File: src/rtl/freq_counter_pkg.sv
// Shared definitions for the multi-channel reciprocal frequency counter:
// register map, control/status bit positions, channel FSM states.
package freq_counter_pkg;

  localparam logic [7:0] ADDR_CTRL    = 8'h00;
  localparam logic [7:0] ADDR_PERIODS = 8'h01;
  localparam logic [7:0] ADDR_TIMEOUT = 8'h02;
  localparam logic [7:0] ADDR_STATUS  = 8'h03;
  localparam logic [7:0] ADDR_IRQ_EN  = 8'h04;
  localparam logic [7:0] ADDR_RESULT  = 8'h10;

  localparam int unsigned CTRL_START     = 0;
  localparam int unsigned CTRL_CONT      = 1;
  localparam int unsigned CTRL_SOFT_RST  = 2;
  localparam int unsigned CTRL_CH_EN_LSB = 8;

  localparam int unsigned STAT_DONE_LSB = 0;
  localparam int unsigned STAT_TOUT_LSB = 8;
  localparam int unsigned STAT_BUSY_LSB = 16;

  typedef enum logic [1:0] {
    ST_IDLE = 2'd0,
    ST_ARM  = 2'd1,
    ST_MEAS = 2'd2
  } chan_state_e;

  typedef struct packed {
    logic [7:0]  addr;
    logic        we;
    logic [31:0] data;
  } wb_req_t;

  // Control registers at 0x00..0x04, one RESULT word per channel from 0x10.
  function automatic logic addr_mapped(input logic [7:0] a, input int unsigned n_ch);
    return (a <= ADDR_IRQ_EN) || ((a[7:4] == 4'h1) && (32'(a[3:0]) < n_ch));
  endfunction

endpackage

File: src/rtl/freq_chan.sv
// One measurement channel: input synchroniser, rising-edge detector,
// IDLE/ARM/MEAS sequencer, cycle and period counters, result register.
module freq_chan
  import freq_counter_pkg::*;
#(
  parameter int unsigned CNT_W = 32,
  parameter int unsigned PER_W = 16
) (
  input  logic             clk_i,
  input  logic             ext_rst_i,
  input  logic             soft_rst,
  input  logic             start,
  input  logic             en,
  input  logic             cont,
  input  logic [PER_W-1:0] periods,
  input  logic [CNT_W-1:0] timeout,
  input  logic             signal_in,
  output logic             busy,
  output logic             done_set_c,
  output logic             tout_set_c,
  output logic [CNT_W-1:0] result
);

  logic [2:0]       sync_q;
  logic             edge_q;
  chan_state_e      state_q, state_d;
  logic [CNT_W-1:0] cyc_q, cyc_d, cyc_inc_c;
  logic [PER_W-1:0] per_q, per_d, per_inc_c, periods_eff_c;
  logic [CNT_W-1:0] result_d;
  logic             tout_hit_c;

  // sync_q[2] doubles as the delayed copy for edge detection
  always_ff @(posedge clk_i) begin
    if (!ext_rst_i) begin
      sync_q <= '0;
      edge_q <= 1'b0;
    end else begin
      sync_q <= {sync_q[1:0], signal_in};
      edge_q <= sync_q[1] & ~sync_q[2];
    end
  end

  assign periods_eff_c = (periods == '0) ? PER_W'(1) : periods;
  assign cyc_inc_c     = (cyc_q == '1) ? cyc_q : cyc_q + CNT_W'(1);
  assign per_inc_c     = per_q + PER_W'(1);
  assign tout_hit_c    = (timeout != '0) && (cyc_q == timeout);

  always_comb begin
    state_d    = state_q;
    cyc_d      = cyc_q;
    per_d      = per_q;
    result_d   = result;
    done_set_c = 1'b0;
    tout_set_c = 1'b0;
    case (state_q)
      ST_IDLE: begin
        if (start && en) begin
          state_d = ST_ARM;
          cyc_d   = CNT_W'(1);
          per_d   = '0;
        end
      end
      ST_ARM: begin
        if (!en) begin
          state_d = ST_IDLE;
        end else if (edge_q) begin
          state_d = ST_MEAS;
          cyc_d   = CNT_W'(1);
          per_d   = '0;
        end else if (tout_hit_c) begin
          state_d    = ST_IDLE;
          tout_set_c = 1'b1;
        end else begin
          cyc_d = cyc_inc_c;
        end
      end
      ST_MEAS: begin
        if (!en) begin
          state_d = ST_IDLE;
        end else begin
          cyc_d = cyc_inc_c;
          if (edge_q) begin
            per_d = per_inc_c;
            if (per_inc_c == periods_eff_c) begin
              result_d   = cyc_q;
              done_set_c = 1'b1;
              // the closing edge opens the next window in continuous mode
              if (cont) begin
                cyc_d = CNT_W'(1);
                per_d = '0;
              end else begin
                state_d = ST_IDLE;
              end
            end
          end
          if (!done_set_c && tout_hit_c) begin
            state_d    = ST_IDLE;
            tout_set_c = 1'b1;
          end
        end
      end
      default: state_d = ST_IDLE;
    endcase
  end

  always_ff @(posedge clk_i) begin
    if (!ext_rst_i || soft_rst) begin
      state_q <= ST_IDLE;
      cyc_q   <= '0;
      per_q   <= '0;
      result  <= '0;
      busy    <= 1'b0;
    end else begin
      state_q <= state_d;
      cyc_q   <= cyc_d;
      per_q   <= per_d;
      result  <= result_d;
      busy    <= (state_d != ST_IDLE);
    end
  end

endmodule

File: src/rtl/freq_counter_mc.sv
// Multi-channel reciprocal frequency counter with a Wishbone slave port;
// holds the register file, sticky status with W1C, and the interrupt.
module freq_counter_mc
  import freq_counter_pkg::*;
#(
  parameter int unsigned N_CH  = 4,
  parameter int unsigned CNT_W = 32,
  parameter int unsigned PER_W = 16
) (
  input  logic            clk_i,
  input  logic            ext_rst_i,
  input  logic [31:0]     addr_i,
  input  logic [31:0]     dat_i,
  input  logic            we_i,
  input  logic [3:0]      sel_i,
  input  logic            cyc_i,
  input  logic            stb_i,
  input  logic [N_CH-1:0] signal_in,
  output logic [31:0]     dat_o,
  output logic            ack_o,
  output logic            err_o,
  output logic            rty_o,
  output logic            irq_o
);

  wb_req_t          req;
  logic             req_valid_c, mapped_c, wr_status_c;
  logic [31:0]      rd_data_c;
  logic             cont_q, start_q, soft_q;
  logic [N_CH-1:0]  ch_en_q, irq_en_done_q, irq_en_tout_q;
  logic [N_CH-1:0]  done_q, tout_q, done_d, tout_d, done_clr_c, tout_clr_c;
  logic [PER_W-1:0] periods_q;
  logic [CNT_W-1:0] timeout_q;
  logic [N_CH-1:0]  busy_w, done_set_c, tout_set_c;
  logic [N_CH-1:0][CNT_W-1:0] result_w;
  logic             unused_bits;

  assign req         = '{addr: addr_i[7:0], we: we_i, data: dat_i};
  assign req_valid_c = cyc_i & stb_i & ~(ack_o | err_o);
  assign mapped_c    = addr_mapped(req.addr, N_CH);
  assign rty_o       = 1'b0;
  assign unused_bits = ^{addr_i[31:8], sel_i, dat_i};

  always_comb begin
    rd_data_c = '0;
    case (req.addr)
      ADDR_CTRL: begin
        rd_data_c[CTRL_CONT]                = cont_q;
        rd_data_c[CTRL_CH_EN_LSB +: N_CH]   = ch_en_q;
      end
      ADDR_PERIODS: rd_data_c = 32'(periods_q);
      ADDR_TIMEOUT: rd_data_c = 32'(timeout_q);
      ADDR_STATUS: begin
        rd_data_c[STAT_DONE_LSB +: N_CH] = done_q;
        rd_data_c[STAT_TOUT_LSB +: N_CH] = tout_q;
        rd_data_c[STAT_BUSY_LSB +: N_CH] = busy_w;
      end
      ADDR_IRQ_EN: begin
        rd_data_c[STAT_DONE_LSB +: N_CH] = irq_en_done_q;
        rd_data_c[STAT_TOUT_LSB +: N_CH] = irq_en_tout_q;
      end
      default: begin
        for (int unsigned ch = 0; ch < N_CH; ch++) begin
          if (req.addr == ADDR_RESULT + 8'(ch)) rd_data_c = 32'(result_w[ch]);
        end
      end
    endcase
  end

  // hardware set takes priority over a same-cycle software clear
  assign wr_status_c = req_valid_c & req.we & (req.addr == ADDR_STATUS);
  assign done_clr_c  = wr_status_c ? req.data[STAT_DONE_LSB +: N_CH] : '0;
  assign tout_clr_c  = wr_status_c ? req.data[STAT_TOUT_LSB +: N_CH] : '0;
  assign done_d      = (done_q & ~done_clr_c) | done_set_c;
  assign tout_d      = (tout_q & ~tout_clr_c) | tout_set_c;

  always_ff @(posedge clk_i) begin
    if (!ext_rst_i) begin
      dat_o         <= '0;
      ack_o         <= 1'b0;
      err_o         <= 1'b0;
      irq_o         <= 1'b0;
      cont_q        <= 1'b0;
      start_q       <= 1'b0;
      soft_q        <= 1'b0;
      ch_en_q       <= '0;
      periods_q     <= PER_W'(1);
      timeout_q     <= '0;
      irq_en_done_q <= '0;
      irq_en_tout_q <= '0;
      done_q        <= '0;
      tout_q        <= '0;
    end else begin
      ack_o   <= 1'b0;
      err_o   <= 1'b0;
      dat_o   <= '0;
      start_q <= 1'b0;
      soft_q  <= 1'b0;
      if (req_valid_c) begin
        ack_o <= mapped_c;
        err_o <= !mapped_c;
        if (!req.we) begin
          dat_o <= rd_data_c;
        end else begin
          case (req.addr)
            ADDR_CTRL: begin
              start_q <= req.data[CTRL_START];
              cont_q  <= req.data[CTRL_CONT];
              soft_q  <= req.data[CTRL_SOFT_RST];
              ch_en_q <= req.data[CTRL_CH_EN_LSB +: N_CH];
            end
            ADDR_PERIODS: periods_q <= PER_W'(req.data);
            ADDR_TIMEOUT: timeout_q <= CNT_W'(req.data);
            ADDR_IRQ_EN: begin
              irq_en_done_q <= req.data[STAT_DONE_LSB +: N_CH];
              irq_en_tout_q <= req.data[STAT_TOUT_LSB +: N_CH];
            end
            default: ;
          endcase
        end
      end
      if (soft_q) begin
        done_q <= '0;
        tout_q <= '0;
      end else begin
        done_q <= done_d;
        tout_q <= tout_d;
      end
      irq_o <= |((done_q & irq_en_done_q) | (tout_q & irq_en_tout_q));
    end
  end

  for (genvar g = 0; g < N_CH; g++) begin : g_chan
    freq_chan #(
      .CNT_W(CNT_W),
      .PER_W(PER_W)
    ) u_chan (
      .clk_i      (clk_i),
      .ext_rst_i  (ext_rst_i),
      .soft_rst   (soft_q),
      .start      (start_q),
      .en         (ch_en_q[g]),
      .cont       (cont_q),
      .periods    (periods_q),
      .timeout    (timeout_q),
      .signal_in  (signal_in[g]),
      .busy       (busy_w[g]),
      .done_set_c (done_set_c[g]),
      .tout_set_c (tout_set_c[g]),
      .result     (result_w[g])
    );
  end

endmodule

File: config.mk
export PLATFORM = sky130hd
export DESIGN_NAME = freq_counter_mc
export DESIGN_NICKNAME = d
export VERILOG_FILES = /design/src/rtl/freq_counter_pkg.sv /design/src/rtl/freq_chan.sv /design/src/rtl/freq_counter_mc.sv
export SDC_FILE = /design/constraint.sdc
export NUM_CORES = 1
export LEC_CHECK = 0
export BUFFER_PORTS_ARGS = -buffer_cell sky130_fd_sc_hd__buf_4
export CAP_MARGIN = 10
export CORE_MARGIN = 3
export CORE_UTILIZATION = 50
export CTS_CLUSTER_SIZE = 8
export DETAILED_ROUTE_END_ITERATION = 6
export PLACE_DENSITY_LB_ADDON = 0.2
export SYNTH_ARGS = -nofsm -noshare
export SYNTH_HDL_FRONTEND = slang
export SYNTH_HIERARCHICAL = 1
export SYNTH_SLANG_ARGS = --single-unit
File: constraint.sdc
create_clock -name clk_i -period 4.3 [get_ports clk_i]
set_clock_uncertainty 0.1 [all_clocks]
set_input_delay 0.43 -clock clk_i [delete_from_list [all_inputs] [get_ports clk_i]]
set_output_delay 0.43 -clock clk_i [all_outputs]
set_load 0.02 [all_outputs]
==> out/metrics.yaml <==
clock_tree:
  cts.path.max_buffers: 3
  cts_root_buf: "sky130_fd_sc_hd__clkbuf_16"
  clock_latency_ps: 590
  cts_htree_levels: 3
  worst_setup_hold_path_clk_slew_ps: 50
  cts_repair_resize_count: 0
  number_of_buffers_added_by_the_clock_tree_synthesis_step: 67
  cts.repair_timing.setup_buffer_count: 0
  cts_tree: "yes"
  cts.sinks: 454
logic_synthesis:
  ys_async_sr_fraction: 0
  netlist_top_cells_area: "sky130_fd_sc_hd__dfxtp_1, sky130_fd_sc_hd__nand3_1, sky130_fd_sc_hd__xor2_1"
  ys_ff_latch: 454
  post-synth-top-area-fraction: 0.340
  post-synth-top-area-cell: "sky130_fd_sc_hd__dfxtp_1"
  netlist_instances: 3314
  part_of_the_yosys_area_used_for_sequential_elements: 0.340
  synth_enable_flop_cells: 0
  postSynth.topFlopCell: "sky130_fd_sc_hd__dfxtp_1"
  netlist-cell-type-count: 104
  ys.warnings.count: 6
  syn-cell-area_mm2: 0.0267
  mappedNetlistNets: 3415
  synthesis.area_per_instance_um2: 8.06
pwr:
  ir_drop_mv: 0.297
  power_mw: 9.23
  p_leak_nw: 10.9
  pwr_density_cell_mw_per_mm2: 313
run:
  maxCapViolCount: 0
place:
  numPortBuffers: 83
  pre_cts_ws_ps: 620
  gpl.final_weighted_congestion: 0.948
  place_area_mm2: 0.0276
  post-dp-hpwl_um: 68200
critical_path:
  critical-path-top-cell-by-count: "sky130_fd_sc_hd__nand3_1"
  cp_data_required_time_ps: 4610
  max_fanout_on_critical_path: 64
  critPathSlowestCell: "sky130_fd_sc_hd__or2_2"
  ff2ff_setup_slack_ps: 530
  critical_path.cell_chain: "ha_1 > nand4_4 > nor4_1 > a32oi_1 > o21ai_1 > and4_4 > nand3_1 > or2_2 > nand3_1 > o21ai_0"
  timing.critical_path.max_delay_family: "simple AND/OR/NAND/NOR gates"
  critical_path_buf_inv_count: 0
  critPathLaunchType: "flip-flop"
  crit_type: "reg2reg"
  cp_data_arrival_time_ps: 4080
  critical_path.max_stage_delay_ps: 680
  crit_path_end_kind: "flip-flop"
routing:
  wl_per_cell_um: 23.9
  totalWireLength_um: 96000
  avgViaCountPerCell: 6.55
  drcViolationCount: 0
  dr_total_vias: 26300
  antenna_violating_nets_post_route: 0
  detail_route.iter0.violations: 2666
  detailedRoute.firstPassIterationCount: 6
die:
  floorplan.rows: 84
  die-area_mm2: 0.0562
  dieWidth_um: 237
  ioPinCount: 113
  initial_core_utilization: 0.507
  chipHeight_um: 237
  core_area_mm2: 0.0527
timing:
  worst_tran_pin_value_ps: 1160
  final_critical_path_setup_slack_ps: 533
  finalHoldViolations: 0
  fin_setup_tns_ps: 0
  finalSetupViolCount: 0
  timing.slew.headroom: 0.224
  clock.fmax_mhz: 265
  period_utilisation_layout: 0.876
  maxSlewViolCount: 0
  layout_min_cycle_time_ps: 3770
  grt_setup_unrepaired: "false"
grt:
  grt_pass1_wl_um: 146000
  pin_count_of_the_biggest_net_entering_global_routing: 65
  initial_antenna_violation_count: 3
  grt_remaining_overflow: 0
  grt.total_usage: 0.330
  first_global_vias: 24400
cells_and_area:
  layout.cell_area.non_filler_mm2: 0.0295
  antennaDiodeCount: 0
  layout.filler_cells: 4777
  final_core_util: 0.561
  area_delta_synth_final_pct: 10.6
  drive_above_1_share: 0.115
  nNetsFinal: 3413
hold_path:
  hp-class: "in2reg"
status:
  status: "finished, final reports clean"
-- power breakdown --
part / switching (mW) / internal [mW] / total, mW
clock: 1.88 / 2.84 / 4.72
sequential: 0.00569 / 4.22 / 4.23
combinational: 0.198 / 0.0838 / 0.281
total: 2.08 / 7.15 / 9.23
-- Yosys cell counts (all sizes together), types with 65 or more instances --
cell    instances
nor4          116
nand4          97
dfxtp         454
nand3         275
xnor2          89
o21ai         205
nor3           65
xor2          151
clkbuf        120
mux2i         105
nand2         312
nor2          274
buf           141
a21oi         197
-- registers in the layout, indices dropped and copies added, names as in the netlist, 4 cells and up --
register	flops
ch_en_q	4
irq_en_done_q	4
g_chan.u_chan/edge_q	4
periods_q	16
dat_o	32
tout_q	4
g_chan.u_chan/state_q	8
g_chan.u_chan/sync_q	12
timeout_q	32
g_chan.u_chan/result	128
g_chan.u_chan/per_q	64
irq_en_tout_q	4
g_chan.u_chan/busy	4
g_chan.u_chan/cyc_q	128
done_q	4
-- stage by stage --
| stage | hold slack, ps | cells |
|---|---|---|
| finish | 26.2 | 4009 |
| detailed placement | 276 | 3921 |
| global route | 22.6 | 4009 |
| global placement | 276 | 3921 |
| CTS | 3.22 | 4009 |
| floorplan | 267 | 3314 |
-- per-layer routing --
| metal | part of all wire | track usage | vias up |
|---|---|---|---|
| li1 | - | - | 12000 |
| met1 | 0.42 | 0.446 | 12700 |
| met2 | 0.44 | 0.511 | 1323 |
| met3 | 0.092 | 0.0594 | 266 |
| met4 | 0.047 | 0.151 | 2 |
| met5 | 0.00020 | 0 | - |
-- cells by family after synthesis --
logic type / Yosys count / synth area share
mux: 128 / 0.0555
flops: 454 / 0.340
buf+inv: 323 / 0.0599
compound gates: 718 / 0.170
xor+xnor: 240 / 0.0787
simple gates: 1426 / 0.284
other cells: 1 / 0.000140
fa+ha+maj: 24 / 0.0112
-- area by class of cell --
type                       instances  area [um^2]  share of cell area
timing repair buffer             190         1500              0.0509
clock buffer                      75         1760              0.0596
multi-input combinational       2537        16100               0.544
tap                              688          861              0.0292
sequential                       454         9090               0.308
inverter                          62          233             0.00788
clock inverter                     3         22.5            0.000763
-- path summary, 6_finish.rpt --
| check | depth (start not counted) | from | end |
|---|---|---|---|
| setup reg to reg | 10 | g_chan[3].u_chan/per_q[0] | g_chan[3].u_chan/result[24] |
| hold / removal | 3 | dat_i[5] | periods_q[5] |
| hold reg to reg | 1 | g_chan[1].u_chan/sync_q[2] | g_chan[1].u_chan/edge_q |
| setup / recovery | 10 | g_chan[3].u_chan/per_q[0] | g_chan[3].u_chan/result[24] |
-- repair_timing --
item,CTS,global route
hold buffers,10,0
endpoints found under the setup margin,0,0
endpoints found under the hold margin,10,0
-- placed cells by master, fill, tap and decap left out, drive strengths merged, types with 24 or more instances in the layout --
cell type and instances:
or4 29, xor2 151, o21ai 205, a21oi 197, nand4 97, nor2b 25
dfxtp 454, and2 41, nor3 65, a31oi 49, or3 35, buf 180
and4 25, nand4b 25, nor2 274, nor4 116, nand3 275, nand2 312
clkbuf 75, xnor2 89, a22o 25, and3 39, a22oi 30, ha 24
inv 64, mux2i 105
-- worst min-delay path, cell delays in order --
cell,delay [ps]
sky130_fd_sc_hd__buf_4,110
sky130_fd_sc_hd__nand3_1,60
sky130_fd_sc_hd__a21oi_1,60
(Power assumes the default switching activity.)
